==> config.mk <==
export PLATFORM = sky130hd
export DESIGN_NAME = tpu_result_serializer_flat
export DESIGN_NICKNAME = d
export VERILOG_FILES = /design/src/rtl/tpu_pkg.sv /design/src/rtl/tpu_result_serializer_if.sv /design/src/rtl/tpu_sync_edge.sv /design/src/rtl/tpu_result_serializer.sv /design/src/flat_wrapper.sv
export SDC_FILE = /design/constraint.sdc
export NUM_CORES = 1
export LEC_CHECK = 0
export ABC_AREA = 1
export BUFFER_PORTS_ARGS = -buffer_cell sky130_fd_sc_hd__buf_2
export CAP_MARGIN = 10
export CORE_MARGIN = 2
export CORE_UTILIZATION = 51
export CTS_BUF_LIST = sky130_fd_sc_hd__clkbuf_4
export CTS_CLUSTER_DIAMETER = 100
export CTS_CLUSTER_SIZE = 14
export DETAILED_ROUTE_END_ITERATION = 6
export PLACE_DENSITY = 0.73
export SETUP_SLACK_MARGIN = 0.15
export SLEW_MARGIN = 10
export SYNTH_ARGS = -nofsm -noshare
export SYNTH_HDL_FRONTEND = slang
export SYNTH_SLANG_ARGS = --single-unit
==> constraint.sdc <==
create_clock -name clk -period 2.4 [get_ports clk]
set_clock_uncertainty 0.15 [all_clocks]
set_input_delay 0.12 -clock clk [delete_from_list [all_inputs] [get_ports clk]]
set_output_delay 0.12 -clock clk [all_outputs]
set_load 0.005 [all_outputs]
==> src/rtl/tpu_pkg.sv <==
// Shared types and helpers for the tpu core's datapath stages.
package tpu_pkg;

  localparam int unsigned NDefault    = 2;
  localparam int unsigned AccWDefault = 16;

  typedef enum logic {
    IDLE,
    SEND
  } ser_state_t;

  // Callers sign-extend their ACC_W-bit accumulator to 32 bits first.
  function automatic logic [7:0] sat8(input logic signed [31:0] v);
    if (v > 32'sd127) begin
      return 8'h7F;
    end else if (v < -32'sd128) begin
      return 8'h80;
    end
    return v[7:0];
  endfunction

endpackage

==> src/rtl/tpu_result_serializer_if.sv <==
// Result bus from the systolic array: one-cycle valid pulse with a packed N*N block.
interface tpu_result_serializer_if
  import tpu_pkg::*;
#(
  parameter int unsigned N     = NDefault,
  parameter int unsigned ACC_W = AccWDefault
);

  logic                   res_valid;
  logic [N*N*ACC_W-1:0]   res_data;
  logic                   res_ready;

  modport master (
    output res_valid,
    output res_data,
    input  res_ready
  );

  modport slave (
    input  res_valid,
    input  res_data,
    output res_ready
  );

endinterface

==> src/rtl/tpu_sync_edge.sv <==
// Two-flop synchronizer for an asynchronous pad input plus a one-cycle rising-edge pulse.
module tpu_sync_edge (
  input  logic clk,
  input  logic rst,
  input  logic din,
  output logic rise
);

  logic [1:0] sync_q;
  logic       prev_q;

  always_ff @(posedge clk or posedge rst) begin
    if (rst) begin
      sync_q <= 2'b00;
      prev_q <= 1'b0;
    end else begin
      sync_q <= {sync_q[0], din};
      prev_q <= sync_q[1];
    end
  end

  assign rise = sync_q[1] & ~prev_q;

endmodule

==> src/rtl/tpu_result_serializer.sv <==
// Captures one N*N accumulator block and streams it out a byte per host read strobe.
module tpu_result_serializer
  import tpu_pkg::*;
#(
  parameter int unsigned N     = NDefault,
  parameter int unsigned ACC_W = AccWDefault,
  parameter bit          SAT8  = 1'b0
) (
  input  logic                   clk,
  input  logic                   rst,
  tpu_result_serializer_if.slave res_bus,
  input  logic                   host_rd,
  input  logic                   ovf_clr,
  output logic [7:0]             data_out,
  output logic                   data_avail,
  output logic                   last_byte,
  output logic                   overflow
);

  localparam int unsigned NumEl      = N * N;
  localparam int unsigned BytesPerEl = SAT8 ? 1 : ACC_W / 8;
  localparam int unsigned NumBytes   = NumEl * BytesPerEl;
  localparam int unsigned IdxW       = (NumBytes > 1) ? $clog2(NumBytes) : 1;
  localparam int unsigned DataW      = NumEl * ACC_W;
  localparam int unsigned SelW       = (DataW > 1) ? $clog2(DataW) : 1;
  localparam logic [IdxW-1:0] LastIdx = IdxW'(NumBytes - 1);

  ser_state_t       state_q, state_d;
  logic [DataW-1:0] hold_q, hold_d;
  logic [IdxW-1:0]  idx_q, idx_d;
  logic             ovf_q, ovf_d;
  logic             rd_rise;
  logic [7:0]       byte_sel;
  logic [SelW-1:0]  sel_base;

  tpu_sync_edge u_rd_sync (
    .clk  (clk),
    .rst  (rst),
    .din  (host_rd),
    .rise (rd_rise)
  );

  always_ff @(posedge clk or posedge rst) begin
    if (rst) begin
      state_q <= IDLE;
      hold_q  <= '0;
      idx_q   <= '0;
      ovf_q   <= 1'b0;
    end else begin
      state_q <= state_d;
      hold_q  <= hold_d;
      idx_q   <= idx_d;
      ovf_q   <= ovf_d;
    end
  end

  always_comb begin
    state_d = state_q;
    hold_d  = hold_q;
    idx_d   = idx_q;
    ovf_d   = ovf_q;
    if (ovf_clr) begin
      ovf_d = 1'b0;
    end
    unique case (state_q)
      IDLE: begin
        if (res_bus.res_valid) begin
          hold_d  = res_bus.res_data;
          idx_d   = '0;
          state_d = SEND;
        end
      end
      SEND: begin
        // A block offered while busy is lost; the drop outranks a same-cycle clear.
        if (res_bus.res_valid) begin
          ovf_d = 1'b1;
        end
        if (rd_rise) begin
          if (idx_q == LastIdx) begin
            state_d = IDLE;
          end else begin
            idx_d = idx_q + IdxW'(1);
          end
        end
      end
    endcase
  end

  if (SAT8) begin : g_sat
    logic signed [ACC_W-1:0] elem;
    logic signed [31:0]      elem_ext;

    assign sel_base = SelW'(idx_q) * SelW'(ACC_W);

    always_comb begin
      elem     = hold_q[sel_base +: ACC_W];
      elem_ext = elem;
      byte_sel = sat8(elem_ext);
    end
  end else begin : g_raw
    // Elements are packed LSB-first, so byte k of the stream is simply bits [8k +: 8].
    assign sel_base = SelW'(idx_q) * SelW'(8);
    assign byte_sel = hold_q[sel_base +: 8];
  end

  assign data_avail        = (state_q == SEND);
  assign res_bus.res_ready = (state_q == IDLE);
  assign data_out          = data_avail ? byte_sel : 8'h00;
  assign last_byte         = data_avail && (idx_q == LastIdx);
  assign overflow          = ovf_q;

endmodule

==> src/flat_wrapper.sv <==
// flat-port wrapper written by rule: the top's interface ports become plain ports
module tpu_result_serializer_flat import tpu_pkg::*;
#(
  parameter int unsigned N     = NDefault,
  parameter int unsigned ACC_W = AccWDefault,
  parameter bit          SAT8  = 1'b0
)
  (clk, rst, host_rd, ovf_clr, data_out, data_avail, last_byte, overflow, res_bus_res_valid, res_bus_res_data, res_bus_res_ready);
  tpu_result_serializer_if #(.N(N), .ACC_W(ACC_W)) res_bus_i ();
  input  logic clk;
  input  logic rst;
  input  logic host_rd;
  input  logic ovf_clr;
  output logic [7:0] data_out;
  output logic data_avail;
  output logic last_byte;
  output logic overflow;
  input wire logic [$bits(res_bus_i.res_valid)-1:0] res_bus_res_valid;
  input wire logic [$bits(res_bus_i.res_data)-1:0] res_bus_res_data;
  output wire logic [$bits(res_bus_i.res_ready)-1:0] res_bus_res_ready;
  assign res_bus_i.res_valid = res_bus_res_valid;
  assign res_bus_i.res_data = res_bus_res_data;
  assign res_bus_res_ready = res_bus_i.res_ready;
  tpu_result_serializer #(.N(N), .ACC_W(ACC_W), .SAT8(SAT8)) u_core (.clk(clk), .rst(rst), .res_bus(res_bus_i), .host_rd(host_rd), .ovf_clr(ovf_clr), .data_out(data_out), .data_avail(data_avail), .last_byte(last_byte), .overflow(overflow));
endmodule
==> out/summary.txt <==
Total CTS buffers: 9
Crit path cell chain: buf_4, nand2_1, nand3_1, nand3_1, nand2_1, nor2_1, buf_2
Crit. Startpoint: u_core.idx_q[0]
Layout cells sized above 1: 17.34%
Clock root cell: clkbuf_4
Synth Cell Area: 3482 um^2
Crit path time final: 2.115 ns
IO buf count: 80
Clock Tree Buf Depth: 2
HP Class: in2async
Worst skew pair latency: 0.42 ns
Critical Path End Type: primary output
Worst-margin pin slew: 0.5798 ns
Rel. slew slack: 61.35%
# clock sinks: 72
Chip Width: 86.63 um
Number of global-route vias before repair: 3,252
Initial antenna violation count: 0
Initial Util: 52.12%
R2R cell count: 5
Sequential share of the synthesized area: 51.74%
R2R Setup Slk: 0.59 ns
Max stage delay on crit path: 0.60 ns
GPL Wtd Cong: 0.8760
Total GRT Usage: 25.43%
Crit path kind: reg2out
Largest net degree at the start of global routing: 53
CP delay by family, top: flip-flops
Top cells by area, synth: dfrtp_1 (52%), a21oi_1 (9.2%), nand2_1 (8.8%)
Synthesis-to-layout area growth: 34.46%
Max Cap Violations: 0
Remaining global-route overflow: 0
Die footprint: 7505 um^2
Remaining antenna violation count: 0
Data arrival, critical path: 1.85 ns
Final period util: 88.13%
Detailed router's first-iteration violation count: 179
YS warnings: 0
WP depth: 7
Status: complete, no violations
Endpoints failing hold: 0
Final WL: 8.897 mm
Post-detail-place hpwl: 5.803 mm
Critical Path RT: 2.13 ns
Synth area leader: dfrtp_1
First-pass GRT wire length: 14.80 mm
CTS tree: built
Final Cell Area: 4682 um^2
DP Area: 3866 um^2
Die Y: 86.63 um
Syn nets: 524
Final core utilization: 70.07%
Remaining DRCs: 0
Slowest CP cell: dfrtp_4
H-tree depth: 3
Max VDD drop: 0.5740 mV
Post-DR wirelength/cell: 13.20 um
Critical Path Fanout Max: 19
Post-Syn Instances: 453
Worst r2r dst: u_core.hold_q[24]
Vias/cell: 4.895
Worst-path clk slew: 0.11 ns
FP Rows: 30
Placeable Area: 6681 um^2
Layout fillers: 567
Yosys reg bits: 72
# setup viols final: 0
Synth top area share: 51.74%
Startpoint Class: flip-flop
Power per standard cell area: 1041 nW/um^2
FMAX: 472.8 MHz
Fin. max-slew vios: 0
Iteration count of the initial detailed-routing pass: 4
Pleak: 2.556 nW
WP buf/inv: 2
RSZ-0062 raised after global routing: false
Final net count: 660
Number of top-level pins: 81
Critical Path Sink: data_out[3]
Setup TNS Final: 0 ns
Vias: 3,299
Syn_area_per_cell: 7.687 um^2
ANT cells: 0
FF-to-FF Start: u_core.data_avail
Post-synth cell types: 14
[power breakdown]
| group | switching [mW] | leakage (nW) | internal, mW |
|---|---|---|---|
| Combinational | 1.30 | 1.71 | 0.840 |
| Sequential | 0.277 | 0.779 | 1.74 |
| Clock | 0.407 | 0.0703 | 0.314 |
| Total | 1.98 | 2.56 | 2.89 |
[cell type report]
cell class                      count  area, um^2  area share, %
Tap cell                           80       100.1          2.138
Inverter                           74       282.8          6.040
Clock inverter                      6       50.05          1.069
Multi-Input combinational cell    280        1219          26.03
Timing Repair Buffer              152        1149          24.53
Clock buffer                       10       75.07          1.603
Sequential cell                    72        1807          38.59
[cell usage after synthesis]
| cell | n |
|---|---|
| nand2_1 | 82 |
| inv_2 | 3 |
| o21ai_0 | 5 |
| nor3_1 | 1 |
| inv_1 | 71 |
| dfrtp_1 | 72 |
| buf_4 | 4 |
| nand3_1 | 44 |
| a21oi_1 | 64 |
| buf_2 | 16 |
| buf_6 | 7 |
| nand2_2 | 1 |
| ha_1 | 2 |
| nor2_1 | 81 |
[placed cells by master, fill, tap and decap left out, types with 5 or more instances in the layout]
master	n
nand3_1	44
a21oi_1	64
clkbuf_4	10
nor2_1	81
dlygate4sd3_1	68
buf_2	80
nand2_1	82
dfrtp_1	70
inv_1	70
o21ai_0	5
[registers in the layout, summed over array words and instances, names as in the netlist]
name                     flops
u_core.hold_q               64
u_core.u_rd_sync.sync_q      2
u_core.data_avail            1
u_core.overflow              1
u_core.u_rd_sync.prev_q      1
u_core.idx_q                 3
[routing by layer]
| layer | global-route usage, % | up-vias | share of wire [%] |
|---|---|---|---|
| met5 | 0 | - | 0 |
| met4 | 11.93 | 0 | 3.1 |
| met3 | 4.190 | 24 | 4.5 |
| met2 | 43.85 | 97 | 50 |
| met1 | 31.14 | 1515 | 42 |
| li1 | - | 1663 | - |
[metrics by stage]
stage	total power, mW	std cells	hold slack (ns)	worst slack, ns
finish	4.873	674	0.1330	0.2848
global route	5.297	674	0.1876	0.1563
CTS	4.852	674	0.1217	0.1653
detailed placement	4.044	590	0.06088	0.4069
global placement	3.968	590	0.05792	0.4870
floorplan	3.490	453	0.001430	0.3051
[worst min path at each step]
stage / start / slack (ns) / depth (start not counted) / end
after floorplan: host_rd / 0.001 / 0 / u_core.u_rd_sync.sync_q[0]
after global placement: rst / 0.06 / 2 / u_core.hold_q[44]
after detailed placement: rst / 0.06 / 2 / u_core.hold_q[44]
after CTS: res_bus_res_valid / 0.12 / 3 / u_core.data_avail
after global routing: rst / 0.19 / 3 / u_core.hold_q[44]
final: rst / 0.13 / 3 / u_core.hold_q[44]
[cell families after synthesis]
group / synth area share, %
fa+ha+maj: 0.7185
simple gates: 24.22
buf+inv: 13.40
flops: 51.74
compound gates: 9.917
[what timing repair did]
| action | in CTS | in global routing |
|---|---|---|
| hold buffers | 68 | 0 |
| gates resized for setup | 1 | 5 |
| setup buffers | 0 | 0 |
| endpoints found under the hold margin | 92 | 0 |
| setup endpoints to repair | 8 | 8 |
[tightest hold or removal path: stages]
cell	delay [ns]
dlygate4sd3_1	0.54
buf_2	0.12
inv_2	0.41
Power figures use the tool's default switching activity.
